$ cat config.mk
export PLATFORM = sky130hd
export DESIGN_NAME = config_register_bank
export DESIGN_NICKNAME = d
export VERILOG_FILES = /design/src/rtl/config_register_bank.sv
export SDC_FILE = /design/constraint.sdc
export NUM_CORES = 1
export LEC_CHECK = 0
export CAP_MARGIN = 30
export CELL_PAD_IN_SITES_DETAIL_PLACEMENT = 0
export CELL_PAD_IN_SITES_GLOBAL_PLACEMENT = 2
export CORE_ASPECT_RATIO = 1.2
export CORE_MARGIN = 4
export CORE_UTILIZATION = 30
export DETAILED_ROUTE_END_ITERATION = 7
export MAX_ROUTING_LAYER = met4
export PLACE_DENSITY_LB_ADDON = 0.15
export SETUP_SLACK_MARGIN = 0.05
export SLEW_MARGIN = 40
export SYNTH_ARGS = -nofsm -noshare
export SYNTH_HDL_FRONTEND = slang
export SYNTH_SLANG_ARGS = --single-unit
export TNS_END_PERCENT = 100
$ cat constraint.sdc
create_clock -name clk -period 2.4 [get_ports clk]
set_input_delay 0.24 -clock clk [delete_from_list [all_inputs] [get_ports clk]]
set_output_delay 0.24 -clock clk [all_outputs]
set_load 0.01 [all_outputs]
$ cat src/rtl/config_register_bank.sv
// Double-buffered configuration register bank with a CONFIG/OPERATE/DRAIN mode FSM.
// Host writes land in the shadow bank; the datapath only ever sees the active bank.
module config_register_bank #(
  parameter int DATA_W   = 32,
  parameter int NUM_REGS = 4,
  parameter int ADDR_W   = $clog2(NUM_REGS),
  parameter int MODE_BIT = 0
) (
  input  logic                       clk,
  input  logic                       rst,
  input  logic                       wen,
  input  logic [ADDR_W-1:0]          addr,
  input  logic [DATA_W-1:0]          data_in,
  input  logic                       rd_en,
  output logic [DATA_W-1:0]          rdata,
  output logic                       rvalid,
  output logic [NUM_REGS*DATA_W-1:0] data_out,
  output logic                       op_mode,
  input  logic                       engine_busy,
  output logic                       cfg_err
);

  typedef enum logic [1:0] {
    ST_CONFIG  = 2'd0,
    ST_OPERATE = 2'd1,
    ST_DRAIN   = 2'd2
  } state_e;

  // One extra bit so NUM_REGS itself is representable when it is a power of two.
  localparam logic [ADDR_W:0] NUM_REGS_W = (ADDR_W + 1)'(NUM_REGS);

  state_e            state;
  state_e            state_nx;
  logic [DATA_W-1:0] shadow [NUM_REGS];
  logic [DATA_W-1:0] active [NUM_REGS];

  logic addr_ok;
  logic wr_reg0;
  logic mode_req;
  logic shadow_we;
  logic commit;
  logic active0_we;
  logic reject;

  always_comb begin
    addr_ok  = ({1'b0, addr} < NUM_REGS_W);
    wr_reg0  = wen && (addr == '0);
    mode_req = data_in[MODE_BIT];
  end

  // NOTE: every output of this block gets a default first so no path leaves a
  // signal unassigned, which would otherwise infer a latch.
  always_comb begin
    state_nx   = state;
    shadow_we  = 1'b0;
    commit     = 1'b0;
    active0_we = 1'b0;
    reject     = 1'b0;
    case (state)
      ST_CONFIG: begin
        if (wen) begin
          if (!addr_ok) begin
            reject = 1'b1;
          end else begin
            shadow_we = 1'b1;
            if (wr_reg0 && mode_req) begin
              commit   = 1'b1;
              state_nx = ST_OPERATE;
            end
          end
        end
      end
      ST_OPERATE: begin
        // Only clearing the mode bit in reg0 is legal while operating.
        if (wen) begin
          if (wr_reg0 && !mode_req) begin
            shadow_we  = 1'b1;
            active0_we = 1'b1;
            state_nx   = engine_busy ? ST_DRAIN : ST_CONFIG;
          end else begin
            reject = 1'b1;
          end
        end
      end
      ST_DRAIN: begin
        reject = wen;
        if (!engine_busy) begin
          state_nx = ST_CONFIG;
        end
      end
      default: state_nx = ST_CONFIG;
    endcase
  end

  always_ff @(posedge clk or negedge rst) begin
    if (!rst) begin
      state <= ST_CONFIG;
    end else begin
      state <= state_nx;
    end
  end

  // NOTE: both banks are reset (not left as uninitialised storage) because the
  // datapath consumes the active bank directly and must see all-zero after reset.
  always_ff @(posedge clk or negedge rst) begin
    if (!rst) begin
      for (int i = 0; i < NUM_REGS; i++) begin
        shadow[i] <= '0;
        active[i] <= '0;
      end
    end else begin
      if (shadow_we) begin
        shadow[addr] <= data_in;
      end
      if (commit) begin
        for (int i = 0; i < NUM_REGS; i++) begin
          active[i] <= (i == 0) ? data_in : shadow[i];
        end
      end
      if (active0_we) begin
        active[0] <= data_in;
      end
    end
  end

  // NOTE: non-blocking assignments make rdata sample shadow before any write at
  // the same edge takes effect, giving read-before-write for free.
  always_ff @(posedge clk or negedge rst) begin
    if (!rst) begin
      rdata   <= '0;
      rvalid  <= 1'b0;
      cfg_err <= 1'b0;
    end else begin
      rvalid  <= rd_en;
      cfg_err <= reject;
      if (rd_en) begin
        rdata <= addr_ok ? shadow[addr] : '0;
      end
    end
  end

  always_comb begin
    data_out = '0;
    for (int i = 0; i < NUM_REGS; i++) begin
      data_out[i*DATA_W +: DATA_W] = active[i];
    end
    op_mode = (state == ST_OPERATE);
  end

endmodule

==> run_results.csv, run 1 <==
group,metric,value,unit
floorplan,dieArea,0.0423,mm²
clock_network,numCtsBuffers,34,
setup_path,arrival,1920,ps
finish,drive_gt1_share,43.1,%
timing,max_freq,463,MHz
global_route,grt_pass1_vias,7750,
detailed_routing,post_drt_wl_per_cell,20.9,µm
setup_path,start_kind,"flip-flop",
logic_synthesis,synth_nets,724,
timing,final.setup.tns,0,ps
clock_network,cts.sinks,292,
finish,layout_commonest_cell,"dfrtp_1",
floorplan,die_y,225,µm
clock_network,tritoncts,"built",
timing,slew_headroom,69.7,%
clock_network,clkLatencyLatePin,510,ps
timing,period_needed,2160,ps
detailed_routing,remaining_drc_errors,0,
logic_synthesis,ys_types,27,
timing,worst_slack,238,ps
placed_design,globalplace.congestion,0.767,
placed_design,pre_cts_slack,203,ps
logic_synthesis,ys_seq_area_share,62.3,%
timing,fin_skew,13.0,ps
finish,antenna_cells,0,
clock_network,cts.path.max_buffers,3,
logic_synthesis,yosys_warnings,0,
pwr,p_leak,6.48,nW
finish,area_delta_synth_final,32.9,%
detailed_routing,firstDrtPassIters,4,
logic_synthesis,syn_area,0.0117,mm²
timing,finalMaxSlewViolations,0,
placed_design,port_buffers,201,
global_route,antenna_found_initial,0,
pwr,power_density,1300,mW/mm²
detailed_routing,vias,6751,
status,status,"completed",
finish,nFillCells,3583,
logic_synthesis,syn_avg_cell_area,17.2,µm²
floorplan,fp.dieW,188,µm
timing,hold_viol_final,0,
clock_network,cts_root_buffer,"clkbuf_16",
clock_network,cts_max_level,2,
setup_path,required,2160,ps
detailed_routing,wirelength,30400,µm
logic_synthesis,ys_ff_latch,292,
floorplan,pin_count,202,
timing,setup_viol,0,
timing,holdWs,128,ps
logic_synthesis,synthCells,682,
floorplan,initial_core_util,30.3,%
detailed_routing,final_antenna_net_count,0,
pwr,ir_drop,0.000582,V
job,cap_violations,0,
placed_design,dp.final_hpwl,20100,µm
finish,finish.net_count,947,
setup_path,worstPathMaxFanout,6,
floorplan,rows,79,
timing,rsz0062_at_grt,"no",
global_route,grt_pass1_wl,47800,µm
min_path,hold_path.class,"in2reg",
floorplan,core-area,0.0386,mm²
setup_path,cp-end-kind,"output port",
setup_path,crit_type,"reg2out",
detailed_routing,drt_iter0_drc,277,
finish,multi_input_area,0.00417,mm²
finish,final_cell_mix,"292 x dfrtp_1, 285 x mux2_2, 197 x clkdlybuf4s50_1, 37 x clkbuf_16, 32 x mux4_2",
timing,max_slew.worst_pin.slew,454,ps
global_route,grt_max_degree,64,
clock_network,clk_pin_slew,60,ps
timing,period_share,90.1,%
finish,seq_area,0.00731,mm²
global_route,grt_use_total,14.9,%
detailed_routing,vias_per_cell,4.64,
global_route,grt-ovfl-total,0,
[sequential cells by signal, summed over array words and instances (netlist names)]
name	cells
cfg_err	1
data_out	128
rdata	32
rvalid	1
shadow	128
state	2
[repair_timing]
item                                   CTS  global route
gates resized for setup                  0             1
setup endpoints to repair                0            17
setup buffers                            0             0
hold buffers                             1             0
endpoints found under the hold margin   45             0
[routing by layer]
layer | up-vias | GRT usage, % | part of all wire [%]
met1 | 3581 | 18.4 | 43
met5 | - | - | 0
met2 | 158 | 24.6 | 50
met4 | 0 | 4.14 | 2.1
met3 | 52 | 3.69 | 5.2
li1 | 2960 | - | -
[logic make-up (layout without fill, tap and decap cells)]
group | after synthesis | count (layout) | synth area share [%]
and+or+nand+nor | 12 | 12 | 0.737
DFF | 292 | 292 | 62.3
adders and majority gates | 3 | 3 | 0.320
muxes | 318 | 318 | 33.6
buffers and inverters | 44 | 292 | 2.30
AOI/OAI and AO/OA | 13 | 13 | 0.683
[critical path, cell delays in order, from the launching register on]
cell and delay, ps:
dfrtp_1 380, inv_1 110, ha_1 290, clkdlybuf4s50_1 640
[metrics by stage]
step | power (mW) | area [µm²] | std cells | util [%]
after floorplan | 11.4 | 11700 | 682 | -
after global placement | 15.3 | 14500 | 1394 | 37.5
after detailed placement | 15.6 | 14500 | 1394 | 37.5
after CTS | 20.7 | 15600 | 1456 | 40.3
after global routing | 21.5 | 15600 | 1456 | 40.3
final | 20.3 | 15600 | 1456 | 40.3
[path summary, 6_finish.rpt]
path,start,end,slack (ps),depth (start not counted)
max,state[1]$_DFFE_PN0P_,op_mode,240,3
min,rd_en,rvalid$_DFF_PN0_,130,2
max reg2reg,state[1]$_DFFE_PN0P_,data_out[12]$_DFFE_PN0P_,300,7
min reg2reg,shadow[96]$_DFFE_PN0P_,shadow[96]$_DFFE_PN0P_,480,1
max in group asynchronous,rst,data_out[23]$_DFFE_PN0P_,1440,3
min in group asynchronous,rst,data_out[74]$_DFFE_PN0N_,240,2
[cell usage after synthesis, drive strengths merged]
| library cell | number | share of area, % |
|---|---|---|
| nand4bb | 1 | 0.096 |
| nor3b | 1 | 0.11 |
| a21oi | 7 | 0.30 |
| mux2 | 286 | 27 |
| nand4b | 2 | 0.15 |
| or3b | 1 | 0.075 |
| and3 | 1 | 0.053 |
| nor2 | 2 | 0.085 |
| dfrtp | 292 | 62 |
| inv | 4 | 0.13 |
| nand4 | 1 | 0.053 |
| o21ai | 2 | 0.085 |
| nand2 | 2 | 0.064 |
| a21o | 2 | 0.13 |
| a222oi | 1 | 0.085 |
| buf | 35 | 2.0 |
| a41o | 1 | 0.085 |
| mux4 | 32 | 6.1 |
| ha | 3 | 0.32 |
| nor2b | 1 | 0.053 |
| clkbuf | 5 | 0.16 |
[area by class of cell]
class	instances	area share, %
Tap cell	526	4.22
Clock buffer	53	6.65
Clock inverter	8	0.281
Sequential cell	292	46.9
Timing Repair Buffer	227	15.1
Inverter	4	0.0964
Multi-Input combinational cell	346	26.8
[where the power goes]
part	leakage [nW]	switching (mW)	internal, mW
registers	3.51	1.45	7.14
logic	2.43	2.37	4.39
clock network	0.537	1.97	2.97
total	6.48	5.79	14.5
Note: power is estimated with default switching activity, not from simulation.
==> run 2, diff against run 1 <==
Settings changed: CTS_BUF_LIST set to sky130_fd_sc_hd__clkbuf_4 sky130_fd_sc_hd__clkbuf_8.
==> run 2 against run 1 <==
Against the previous run: global-route usage hardly changed; critical path type unchanged; count of clock-buffer cells in the layout increased by 21; power decreased by 1.4%; clock skew is 2.7 ps lower; critical path depth unchanged; via count increased by 1.1%; critical endpoint unchanged; worst hold slack got worse by 66 ps; sequential share of layout area is 0.12 points higher; flip-flop and latch count unchanged.
==> run_results.csv, run 2 (synthesis results as in run 1) <==
group,metric,value,unit
setup_path,worstPathMaxFanout,6,
floorplan,dieArea,0.0423,mm²
timing,period_share,92.3,%
timing,setup_viol,0,
finish,area_delta_synth_final,32.6,%
timing,final.setup.tns,0,ps
setup_path,worstReg2RegStart,"state[1]$_DFFE_PN0P_",
setup_path,cp_num_buf_inv,2,
job,cap_violations,0,
finish,antenna_cells,0,
setup_path,arrival,1970,ps
setup_path,crit_slowest_cell,"clkdlybuf4s50_1",
clock_network,cts.path.max_buffers,3,
detailed_routing,drt_iter0_drc,232,
setup_path,startpoint,"state[1]$_DFFE_PN0P_",
global_route,grt_pass1_vias,7851,
setup_path,crit_chain,"inv_1 -> ha_1 -> clkdlybuf4s50_1",
setup_path,cp-end-kind,"output port",
floorplan,die_y,225,µm
detailed_routing,vias_per_cell,4.61,
clock_network,post_cts_resized,0,
pwr,p_leak,6.49,nW
timing,max_freq,451,MHz
placed_design,port_buffers,201,
min_path,hold_path.class,"in2reg",
pwr,ir_drop,0.000534,V
setup_path,required,2160,ps
pwr,power.net_switching,5.78,mW
setup_path,max_stage_delay,630,ps
pwr,pwr-share-clk,23.4,%
setup_path,crit_path_end,"op_mode",
timing,max_slew.worst_pin.slew,452,ps
floorplan,fp.dieW,188,µm
global_route,grt_pass1_wl,47800,µm
finish,drive_gt1_share,45.5,%
floorplan,rows,79,
timing,holdWs,62.2,ps
placed_design,globalplace.congestion,0.767,
timing,fin_skew,10.3,ps
global_route,grt_max_degree,64,
placed_design,dp.final_hpwl,20100,µm
clock_network,numCtsBuffers,51,
pwr,power_density,1290,mW/mm²
clock_network,clk_pin_slew,60,ps
pwr,sw_frac_of_total,28.9,%
timing,rsz0062_at_grt,"no",
pwr,p_int,14.2,mW
clock_network,clkLatencyLatePin,570,ps
finish,finish.net_count,964,
timing,hold_viol_final,0,
finish,finish.utilization,40.2,%
clock_network,tritoncts,"built",
setup_path,reg2reg_setup_slack,240,ps
clock_network,cts_root_buffer,"clkbuf_8",
setup_path,cp_num_cells,3,
global_route,antenna_found_initial,0,
finish,finalNonFillerCells,1479,
floorplan,pin_count,202,
global_route,grt_use_total,14.9,%
detailed_routing,remaining_drc_errors,0,
setup_path,crit_type,"reg2out",
status,status,"completed",
clock_network,cts_max_level,2,
detailed_routing,final_antenna_net_count,0,
setup_path,r2r_cells,7,
timing,finalMaxSlewViolations,0,
min_path,min_path_cells,2,
finish,layout_commonest_cell,"dfrtp_1",
clock_network,cts.sinks,292,
placed_design,place_inst,1394,
setup_path,cp_top_family,"buffers and inverters",
detailed_routing,post_drt_wl_per_cell,20.7,µm
global_route,grt-ovfl-total,0,
setup_path,start_kind,"flip-flop",
detailed_routing,firstDrtPassIters,4,
detailed_routing,vias,6825,
timing,slew_headroom,69.9,%
timing,period_needed,2210,ps
detailed_routing,wirelength,30700,µm
pwr,seq_power_share,42.9,%
finish,final_cell_mix,"292 x dfrtp_1, 285 x mux2_2, 197 x clkdlybuf4s50_1, 61 x clkbuf_8, 32 x mux4_2",
floorplan,initial_core_util,30.3,%
floorplan,core-area,0.0386,mm²
pwr,p_comb_share,33.8,%
setup_path,r2r-end,"data_out[12]$_DFFE_PN0P_",
-- run 2: cell count changes in the layout (fill, tap and decap cells not counted) --
| cell | previous run | this run |
|---|---|---|
| bufinv_16 | 0 | 2 |
| clkinv_2 | 7 | 6 |
| nor2b_2 | 1 | 0 |
| clkbuf_1 | 11 | 0 |
| clkbuf_4 | 0 | 13 |
| clkbuf_8 | 5 | 61 |
| clkbuf_16 | 37 | 0 |
| inv_6 | 1 | 0 |
| clkinvlp_4 | 0 | 2 |
| nor2b_1 | 0 | 1 |
-- run 2: repair_timing --
action                     in CTS  in global routing
setup buffers                   0                  0
setup endpoints to repair       0                  0
hold endpoints to repair      165                  0
hold buffers                    1                  0
-- run 2: cell type report --
| class | count | area (µm²) |
|---|---|---|
| Fill cell | 3601 | 23100 |
| Sequential cell | 292 | 7310 |
| Multi-Input combinational cell | 346 | 4170 |
| Timing Repair Buffer | 227 | 2350 |
| Clock buffer | 74 | 937 |
| Tap cell | 526 | 658 |
| Clock inverter | 10 | 105 |
| Inverter | 4 | 15.0 |
-- run 2: layer usage --
layer | up-vias | GRT usage [%] | part of all wire (%)
li1 | 2994 | - | -
met1 | 3600 | 18.3 | 42
met2 | 182 | 24.4 | 50
met3 | 49 | 3.97 | 5.8
met4 | 0 | 4.49 | 2.2
met5 | - | - | 0
-- run 2: metrics by stage --
stage / area (µm²) / setup WS [ps] / total power [mW]
after floorplan: 11700 / 583 / 11.4
after global placement: 14500 / 238 / 15.3
after detailed placement: 14500 / 203 / 15.6
after CTS: 15500 / 127 / 20.4
after global routing: 15500 / 79.3 / 21.2
final: 15500 / 185 / 20.0
-- run 2: worst reg2reg max path, cell delays in order, from the launching register on --
cell	delay, ps
dfrtp_1	380
inv_1	110
ha_1	280
nor2b_1	360
a21oi_1	130
nor2_4	140
buf_12	240
mux2_2	400
-- run 2: power groups by stage --
stage	Combinational [mW]	Clock, mW	Sequential (mW)
after floorplan	2.61	0	8.83
after global placement	6.73	0	8.60
after detailed placement	6.87	0	8.69
after CTS	6.90	4.90	8.63
after global routing	7.25	5.10	8.86
final	6.76	4.68	8.58
-- run 2: worst min-delay path by stage --
stage	from	to	slack, ps
final	rd_en	rvalid$_DFF_PN0_	60
after global routing	rd_en	rvalid$_DFF_PN0_	40
after CTS	rd_en	rvalid$_DFF_PN0_	30
after detailed placement	rst	data_out[74]$_DFFE_PN0N_	200
after global placement	rst	data_out[106]$_DFFE_PN0N_	180
after floorplan	rst	cfg_err$_DFF_PN0_	-60
